$ cat src/rtl/proj_fm_reader.sv
// FM read-window serializer: buffers incoming windows in a small FIFO and emits them byte by byte.
// Optional drop counter output enabled by defining PROJ_FM_READER_DROP_CNT_EN.
package proj_pkg;
    localparam int FM_GENOME_BTYE                = 8;
    localparam int FM_EXTENDER_BYTES_READ_COUNT  = 4;
    localparam int FM_RAMS_COUNT                 = 2;
    localparam int FM_ENTRIES_COUNT              = 2;
    localparam int FM_OFFSET_COUNT               = 4;
endpackage

module proj_fm_reader #(
    parameter int DATA_BITS  = proj_pkg::FM_GENOME_BTYE,
    parameter int READ_BYTES = proj_pkg::FM_EXTENDER_BYTES_READ_COUNT,
    parameter int WIN_COUNT  = proj_pkg::FM_RAMS_COUNT * proj_pkg::FM_ENTRIES_COUNT *
                               proj_pkg::FM_OFFSET_COUNT / READ_BYTES,
    parameter int FIFO_DEPTH = 2
) (
    input  logic                            in_clk,
    input  logic                            in_rst_n,
    input  logic [READ_BYTES*DATA_BITS-1:0] in_rdata,
    input  logic                            in_rdata_valid,
    output logic [DATA_BITS-1:0]            out_byte,
    output logic                            out_byte_valid,
    input  logic                            in_byte_ready,
    output logic                            out_last,
    output logic [$clog2(WIN_COUNT)-1:0]    out_win_idx,
    output logic                            out_buf_sel,
    output logic                            out_overflow,
    input  logic                            in_clr
`ifdef PROJ_FM_READER_DROP_CNT_EN
    ,
    output logic [15:0]                     out_drop_cnt
`endif
);

    localparam int WIN_W = $clog2(WIN_COUNT);
    localparam int BC_W  = (READ_BYTES > 1) ? $clog2(READ_BYTES) : 1;
    localparam int PTR_W = $clog2(FIFO_DEPTH);
    localparam int CNT_W = PTR_W + 1;

    typedef enum logic {IDLE, SEND} state_t;
    typedef logic [READ_BYTES-1:0][DATA_BITS-1:0] win_t;

    win_t             mem_q [FIFO_DEPTH];
    win_t             head;
    state_t           state_q, state_d;
    logic [PTR_W-1:0] wr_ptr_q, wr_ptr_d, rd_ptr_q, rd_ptr_d;
    logic [CNT_W-1:0] cnt_q, cnt_d;
    logic [BC_W-1:0]  bcnt_q, bcnt_d;
    logic [WIN_W-1:0] win_q, win_d;
    logic             buf_q, buf_d;
    logic             ovf_q, ovf_d;
    logic             full, last, hs, pop, push, drop;

    assign full = (cnt_q == CNT_W'(FIFO_DEPTH));
    assign last = (bcnt_q == BC_W'(READ_BYTES - 1));
    assign hs   = (state_q == SEND) && in_byte_ready;
    assign pop  = hs && last;
    // A final-byte pop frees a slot in the same cycle, so a full FIFO can still accept.
    assign push = in_rdata_valid && (!full || pop);
    assign drop = in_rdata_valid && full && !pop;
    assign head = mem_q[rd_ptr_q];

    always_comb begin
        wr_ptr_d = wr_ptr_q + PTR_W'(push);
        rd_ptr_d = rd_ptr_q + PTR_W'(pop);
        cnt_d    = cnt_q + CNT_W'(push) - CNT_W'(pop);
        bcnt_d   = bcnt_q;
        win_d    = win_q;
        buf_d    = buf_q;
        if (hs) begin
            bcnt_d = last ? '0 : bcnt_q + BC_W'(1);
        end
        if (pop) begin
            if (win_q == WIN_W'(WIN_COUNT - 1)) begin
                win_d = '0;
                buf_d = ~buf_q;
            end else begin
                win_d = win_q + WIN_W'(1);
            end
        end
        ovf_d = drop ? 1'b1 : (in_clr ? 1'b0 : ovf_q);
    end

    always_comb begin
        state_d        = state_q;
        out_byte_valid = 1'b0;
        case (state_q)
            IDLE: begin
                if (push) state_d = SEND;
            end
            SEND: begin
                out_byte_valid = 1'b1;
                if (cnt_d == '0) state_d = IDLE;
            end
            default: state_d = IDLE;
        endcase
    end

    assign out_byte     = out_byte_valid ? head[bcnt_q] : '0;
    assign out_last     = out_byte_valid && last;
    assign out_win_idx  = win_q;
    assign out_buf_sel  = buf_q;
    assign out_overflow = ovf_q;

    always_ff @(posedge in_clk) begin
        if (push) mem_q[wr_ptr_q] <= in_rdata;
    end

    always_ff @(posedge in_clk or negedge in_rst_n) begin
        if (!in_rst_n) begin
            state_q  <= IDLE;
            wr_ptr_q <= '0;
            rd_ptr_q <= '0;
            cnt_q    <= '0;
            bcnt_q   <= '0;
            win_q    <= '0;
            buf_q    <= 1'b0;
            ovf_q    <= 1'b0;
        end else begin
            state_q  <= state_d;
            wr_ptr_q <= wr_ptr_d;
            rd_ptr_q <= rd_ptr_d;
            cnt_q    <= cnt_d;
            bcnt_q   <= bcnt_d;
            win_q    <= win_d;
            buf_q    <= buf_d;
            ovf_q    <= ovf_d;
        end
    end

`ifdef PROJ_FM_READER_DROP_CNT_EN
    logic [15:0] dcnt_q, dcnt_d;

    always_comb begin
        dcnt_d = in_clr ? '0 : dcnt_q;
        if (drop && (dcnt_d != 16'hFFFF)) dcnt_d = dcnt_d + 16'd1;
    end

    always_ff @(posedge in_clk or negedge in_rst_n) begin
        if (!in_rst_n) dcnt_q <= '0;
        else           dcnt_q <= dcnt_d;
    end

    assign out_drop_cnt = dcnt_q;
`endif

endmodule

$ cat config.mk
export PLATFORM = sky130hd
export DESIGN_NAME = proj_fm_reader
export DESIGN_NICKNAME = d
export VERILOG_FILES = /design/src/rtl/proj_fm_reader.sv
export SDC_FILE = /design/constraint.sdc
export NUM_CORES = 1
export LEC_CHECK = 0
export CAP_MARGIN = 10
export CORE_UTILIZATION = 51
export DETAILED_ROUTE_END_ITERATION = 8
export DONT_BUFFER_PORTS = 1
export PLACE_DENSITY = 0.66
export SYNTH_ARGS = -nofsm -noshare
export SYNTH_HDL_FRONTEND = slang
export SYNTH_SLANG_ARGS = --single-unit
$ cat constraint.sdc
create_clock -name in_clk -period 3.12 [get_ports in_clk]
set_input_delay 0.936 -clock in_clk [delete_from_list [all_inputs] [get_ports in_clk]]
set_output_delay 0.936 -clock in_clk [all_outputs]
set_load 0.01 [all_outputs]
==> results by group, run 1 <==
Floorplanning
  • Core Rows: 27
  • Placeable core area: 5570 um^2
  • Starting density of the core: 53.6%
  • Die area: 6170 um^2
  • Number of top-level pins: 51
  • Y dimension of the die: 78.5 um
  • Die X: 78.5 um

Global route
  • Wire length of the first global-routing pass: 7570 um
  • Overall overflow remaining after global route: 0
  • Initial antenna violation count: 0
  • Pin count of the biggest net entering global routing: 25
  • Via count of the first global-routing pass: 1494
  • Total routing resource utilization after global routing: 17.5%

Power
  • Maximum vdd ir drop: 0.000464 V
  • Power Density: 957 nW/um^2
  • Static leakage: 1.25 nW

Synthesis
  • Synth Register Bits: 75
  • Cell variety after synth: 27
  • Synth Warn #: 0
  • Mean area per synthesized cell: 18.9 um^2
  • Cells after Synth: 158
  • Post-synthesis net count: 201
  • Summed instance area of the synthesized netlist: 2990 um^2
  • Share of the yosys chip area belonging to registers: 73.5%

CTS
  • Clock slew at reported path FFs: 0.08 ns
  • CTS sink count: 75
  • Clock buffers created by TritonCTS: 9
  • Skew-Pair Late Insertion Delay: 0.34 ns
  • Hold buffer count at cts: 0
  • Maximum clock insertion buffer count: 2
  • Clock tree from TritonCTS: yes
  • Number of setup buffers added after CTS: 0
  • H-tree levels: 3
  • Clk Tree Root Cell: sky130_fd_sc_hd__clkbuf_8
  • Post-cts repair resize count: 0

Place
  • Number of port buffers: 0
  • Post-placement cell count: 227
  • Placer's final routability congestion estimate: 0.730
  • HPWL reported at the end of detailed placement: 3340 um

Timing
  • Worst slew slack as a fraction of its limit: 60.4%
  • Final critical delay including setup and external delays: 2.88 ns
  • Peak Freq: 0.347 GHz
  • Final-report max-slew violation count: 0
  • Unrepaired setup endpoints after global routing: false
  • Post-Route Skew: 0.00760 ns
  • Period Utilization, post-route: 92.3%
  • Worst Tran Pin Value: 0.594 ns
  • Hold violation total from the final report: 0
  • Total of endpoints with negative setup slack in the final report: 0
  • Total Neg Setup Slack: 0 ns

Worst setup path
  • Crit path launch type: flop
  • Endpoint of the lowest-slack register-to-register path: mem_q[1][11]
  • Required @ worst endpoint: 2.18 ns
  • Worst setup EP type: output pin
  • Type of the worst setup path: reg -> out
  • Worst path arrival time: 1.94 ns
  • Register-to-register setup slack: 0.64 ns
  • CP max FO: 11
  • Reg2reg start: bcnt_q[0]
  • Depth of the worst register-to-register path: 6

Flow run
  • Number of maximum-capacitance violations: 0

Cells and area
  • Area of the multi-input gates: 718 um^2
  • Most frequent cells in the layout: sky130_fd_sc_hd__edfxtp_1 (64), sky130_fd_sc_hd__mux2i_1 (16), sky130_fd_sc_hd__dfrtp_1 (11), sky130_fd_sc_hd__clkbuf_8 (9)
  • Nets: 209
  • Final instance count without filler cells: 243
  • Utilization after layout: 58.6%
  • Fillcell total: 433
  • Reg area: 2200 um^2
  • Layout area overhead: 9.34%
  • Antenna diode count: 0
  • Most common cell after layout, fill and taps aside: sky130_fd_sc_hd__edfxtp_1
  • Ratio of cells with drive above 1 in the final layout: 19.9%

Hold path
  • Worst min path class: in -> async

Outcome
  • Status: finished clean

Detailed routing
  • Drt drc: 0
  • Count of nets left with antenna violations after detail routing: 0
  • Initial DRC Count: 44
  • Via density per instance: 5.65
  • Detailed Route WL: 4720 um
  • Pre-antenna DRT Iters: 4
  • WL/cell: 19.4 um
  • Detailed-route via count: 1373
[critical path, cell delays in order, from the launching register on]
cell	delay, ns
sky130_fd_sc_hd__dfrtp_1	0.72
sky130_fd_sc_hd__mux4_2	0.60
sky130_fd_sc_hd__o211a_1	0.27
[cell families (layout without fill, tap and decap cells)]
| logic type | count (synthesis) | count (layout) | share of synthesized area [%] |
|---|---|---|---|
| and+or+nand+nor | 13 | 13 | 2.22 |
| xor gates and xnor gates | 3 | 3 | 1.38 |
| buffers and inverters | 14 | 27 | 2.43 |
| AOI/OAI and AO/OA | 21 | 21 | 5.78 |
| DFF | 75 | 75 | 73.5 |
| muxes | 26 | 26 | 12.1 |
| adders and majority gates | 6 | 6 | 2.51 |
[synthesized netlist by cell type (all sizes together)]
master	number	area share, %
ha	6	2.5
and2	2	0.46
edfxtp	64	64
nor3	1	0.17
mux4	8	6.0
o21ai	3	0.50
and2b	1	0.29
nand3	2	0.34
buf	6	1.4
nor2b	1	0.21
xnor2	2	0.59
mux2i	16	5.4
inv	6	0.75
dfrtp	11	9.2
xor3	1	0.80
mux2	2	0.75
a22oi	8	2.0
o211a	8	2.7
a21o	1	0.25
a21bo	1	0.34
nor2	1	0.13
clkbuf	2	0.25
nand2	5	0.63
[state kept, by name, summed over array words and instances, names as in the netlist]
name          count
rd_ptr_q          1
out_overflow      1
bcnt_q            2
out_buf_sel       1
mem_q            64
wr_ptr_q          1
out_win_idx       2
state_q           1
cnt_q             2
[how the worst max path moves through the flow]
stage | start | endpoint | slack (ns) | cells past startpoint
6_report | rd_ptr_q | out_byte[4] | 0.24 | 2
4_1_cts | rd_ptr_q | out_byte[4] | 0.16 | 2
3_3_place_gp | rd_ptr_q | out_byte[4] | 0.59 | 2
3_5_place_dp | in_byte_ready | mem_q[1][2] | 0.58 | 5
5_1_grt | rd_ptr_q | out_byte[4] | 0.11 | 2
2_1_floorplan | in_byte_ready | mem_q[1][0] | 0.47 | 4
[metal layers]
layer,routed length (um),vias to the layer above,GRT usage [%]
li1,-,634,-
met1,1940,683,20.4
met2,2320,46,27.3
met3,366,10,6.51
met4,104,0,11.3
met5,0,-,0
[power by group]
part	switching [mW]	total [mW]	leakage [nW]	internal, mW
registers	0.155	1.54	0.729	1.39
clock network	0.356	0.649	0.0900	0.293
logic	0.498	0.936	0.428	0.438
[metrics by stage]
step | worst slack (ns) | power, mW | area [um^2] | hold WS [ns]
after floorplan | 0.466 | 2.29 | 2990 | 0.495
after global placement | 0.590 | 2.47 | 3090 | 0.507
after detailed placement | 0.582 | 2.52 | 3090 | 0.521
after CTS | 0.163 | 3.17 | 3270 | 0.258
after global routing | 0.109 | 3.32 | 3270 | 0.258
final | 0.239 | 3.13 | 3270 | 0.283
[layout make-up]
type | instances | area share, %
tap | 72 | 2.76
timing repair buffer | 5 | 1.91
clock inverter | 7 | 1.61
sequential | 75 | 67.3
multi-input combinational | 69 | 22.0
inverter | 6 | 0.689
clock buffer | 9 | 3.79
Power figures use the tool's default switching activity.
==> run 2: changes to the inputs <==
--- a/config.mk
+++ b/config.mk
@@ -6,10 +6,10 @@
 export NUM_CORES = 1
 export LEC_CHECK = 0
 export CAP_MARGIN = 10
-export CORE_UTILIZATION = 51
+export CORE_UTILIZATION = 62
 export DETAILED_ROUTE_END_ITERATION = 8
 export DONT_BUFFER_PORTS = 1
-export PLACE_DENSITY = 0.66
+export PLACE_DENSITY = 0.78
 export SYNTH_ARGS = -nofsm -noshare
 export SYNTH_HDL_FRONTEND = slang
 export SYNTH_SLANG_ARGS = --single-unit
==> constraint.sdc (replaced) <==
create_clock -name in_clk -period 3.3 [get_ports in_clk]
set_input_delay 0.99 -clock in_clk [delete_from_list [all_inputs] [get_ports in_clk]]
set_output_delay 0.99 -clock in_clk [all_outputs]
set_load 0.01 [all_outputs]
==> run 2 against run 1 <==
Combinational power fell by 6.4%; total power fell by 7.4%; via count rose by 0.36%; non-clock buffer count fell by 1; register-to-register slack improved by 0.09 ns; setup slack improved by 0.12 ns; clock-buffer cell count rose by 2; clock power fell by 13%; utilization rose by 13 points; hold slack improved by 0.056 ns.
==> results by group, run 2 (synthesis results as in run 1) <==
Outcome
  • Status: finished clean

Global route
  • Wire length of the first global-routing pass: 7310 um (-3.4%)
  • Overall overflow remaining after global route: 0 (unchanged)
  • Initial antenna violation count: 0 (unchanged)
  • Via count of the first global-routing pass: 1460 (-2.3%)
  • Pin count of the biggest net entering global routing: 26 (+4.0%)
  • Total routing resource utilization after global routing: 20.8% (+3.2 points)

Floorplanning
  • Placeable core area: 4500 um^2 (-19%)
  • Core Rows: 24 (-11%)
  • Die X: 71.4 um (-9.1%)
  • Y dimension of the die: 71.4 um (-9.1%)
  • Number of top-level pins: 51 (unchanged)
  • Die area: 5100 um^2 (-17%)
  • Starting density of the core: 66.3% (+13 points)

CTS
  • Number of setup buffers added after CTS: 0 (unchanged)
  • Skew-Pair Late Insertion Delay: 0.34 ns (about the same)
  • H-tree levels: 3 (unchanged)
  • Clock tree from TritonCTS: yes
  • Clock buffers created by TritonCTS: 9 (unchanged)
  • Clock slew at reported path FFs: 0.07 ns (about the same)
  • Clk Tree Root Cell: sky130_fd_sc_hd__clkbuf_8
  • CTS sink count: 75 (unchanged)
  • Hold buffer count at cts: 0 (unchanged)
  • Post-cts repair resize count: 0 (unchanged)
  • Maximum clock insertion buffer count: 2 (unchanged)

Worst setup path
  • Worst setup EP type: output pin
  • Slowest cell delay on critical path: 0.74 ns (+0.02 ns)
  • Slowest cell on the critical path: sky130_fd_sc_hd__dfrtp_1
  • Endpoint of the lowest-slack register-to-register path: mem_q[0][29]
  • Register-to-register setup slack: 0.73 ns (+0.09 ns)
  • Type of the worst setup path: reg -> out
  • Crit path launch type: flop
  • CP cell instances: mux4_2, o211a_1
  • Depth of the worst register-to-register path: 6 (unchanged)
  • Required @ worst endpoint: 2.31 ns (+0.13 ns)
  • Worst path arrival time: 1.96 ns (+0.02 ns)
  • CP max FO: 11 (unchanged)
  • Reg2reg start: bcnt_q[0]

Cells and area
  • Most common cell after layout, fill and taps aside: sky130_fd_sc_hd__edfxtp_1
  • Fillcell total: 286 (-34%)
  • Layout area overhead: 7.37%
  • Antenna diode count: 0 (unchanged)
  • Nets: 208 (-0.48%)
  • Most frequent cells in the layout: sky130_fd_sc_hd__edfxtp_1 (64), sky130_fd_sc_hd__mux2i_1 (16), sky130_fd_sc_hd__dfrtp_1 (11), sky130_fd_sc_hd__clkbuf_8 (9)
  • Final instance count without filler cells: 221 (-9.1%)
  • Number of flip-flops in the largest register: 64 (unchanged)
  • Ratio of cells with drive above 1 in the final layout: 17.2% (-2.7 points)
  • Largest Register: mem_q
  • Utilization after layout: 71.2% (+13 points)

Place
  • Number of port buffers: 0 (unchanged)
  • Post-placement cell count: 206 (-9.3%)
  • HPWL reported at the end of detailed placement: 3250 um (-2.8%)
  • Placer's final routability congestion estimate: 0.698 (-4.4%)

Timing
  • Total of endpoints with negative setup slack in the final report: 0 (unchanged)
  • Worst Tran Pin Value: 0.617 ns (+0.0231 ns)
  • Hold violation total from the final report: 0 (unchanged)
  • Unrepaired setup endpoints after global routing: false
  • Final critical delay including setup and external delays: 2.95 ns
  • Peak Freq: 0.340 GHz
  • Post-Route Skew: 0.00760 ns (+0.00000569 ns)
  • Final-report max-slew violation count: 0 (unchanged)
  • Period Utilization, post-route: 89.3%
  • Total Neg Setup Slack: 0 ns (unchanged)
  • Worst slew slack as a fraction of its limit: 58.9% (-1.5 points)

Detailed routing
  • Via density per instance: 6.24 (+10%)
  • Detailed Route WL: 4790 um (+1.4%)
  • Pre-antenna DRT Iters: 4 (unchanged)
  • Count of nets left with antenna violations after detail routing: 0 (unchanged)
  • Drt drc: 0 (unchanged)
  • Detailed-route via count: 1378 (+0.36%)
  • Initial DRC Count: 123 (+180%)
  • WL/cell: 21.7 um (+12%)

Power
  • Total chip power: 2.90 mW (-7.4%)
  • Power Density: 903 nW/um^2 (-5.7%)
  • Static leakage: 1.23 nW (-1.2%)
  • Maximum vdd ir drop: 0.000454 V (-2.2%)

Hold path
  • Worst min path class: in -> async

Flow run
  • Number of maximum-capacitance violations: 0 (unchanged)
[run 2: cell types whose count changed in the layout (fill, tap and decap cells not counted), sizes merged]
cell | previous run | this run
buf | 5 | 4
clkbuf | 9 | 11
clkinvlp | 1 | 0
inv | 8 | 6
[run 2: worst max-delay path by stage]
stage / startpoint / endpoint / slack (ns)
floorplan: in_byte_ready / mem_q[1][0] / 0.59
global placement: rd_ptr_q / out_byte[0] / 0.71
detailed placement: rd_ptr_q / out_byte[0] / 0.69
CTS: rd_ptr_q / out_byte[0] / 0.30
global route: rd_ptr_q / out_byte[0] / 0.24
finish: rd_ptr_q / out_byte[0] / 0.35
[run 2: metrics by stage]
step | hold WS, ns | setup slack, ns | cell area [um^2]
after floorplan | 0.495 | 0.592 | 2990
after global placement | 0.506 | 0.708 | 3060
after detailed placement | 0.530 | 0.694 | 3060
after CTS | 0.323 | 0.304 | 3210
after global routing | 0.319 | 0.245 | 3210
final | 0.339 | 0.355 | 3210
[run 2: worst max-delay path: cells and delay by family (launching register included)]
kind / cells / cell delay, ns
AO/OA/AOI/OAI: 1 / 0.27
flip-flops: 1 / 0.74
multiplexers: 1 / 0.61
[run 2: metal layers]
metal | part of all wire [%] | wire length, um | track usage (%) | vias up
li1 | - | - | - | 631
met1 | 44 | 2120 | 27.6 | 685
met2 | 47 | 2250 | 30.2 | 56
met3 | 7.3 | 349 | 8.58 | 6
met4 | 1.4 | 66 | 10.0 | 0
met5 | 0 | 0 | 0 | -
[run 2: area by class of cell]
type | instances | area [um^2] | share of cell area [%]
clock buffer | 11 | 131 | 4.10
clock inverter | 4 | 18.8 | 0.585
inverter | 6 | 22.5 | 0.702
multi-input combinational | 69 | 718 | 22.4
sequential | 75 | 2200 | 68.5
tap | 52 | 65.1 | 2.03
timing repair buffer | 4 | 55.1 | 1.72
[run 2: report_power, final]
group	leakage (nW)	internal [mW]	switching [mW]
clock network	0.0804	0.263	0.299
logic	0.423	0.408	0.468
registers	0.729	1.31	0.146
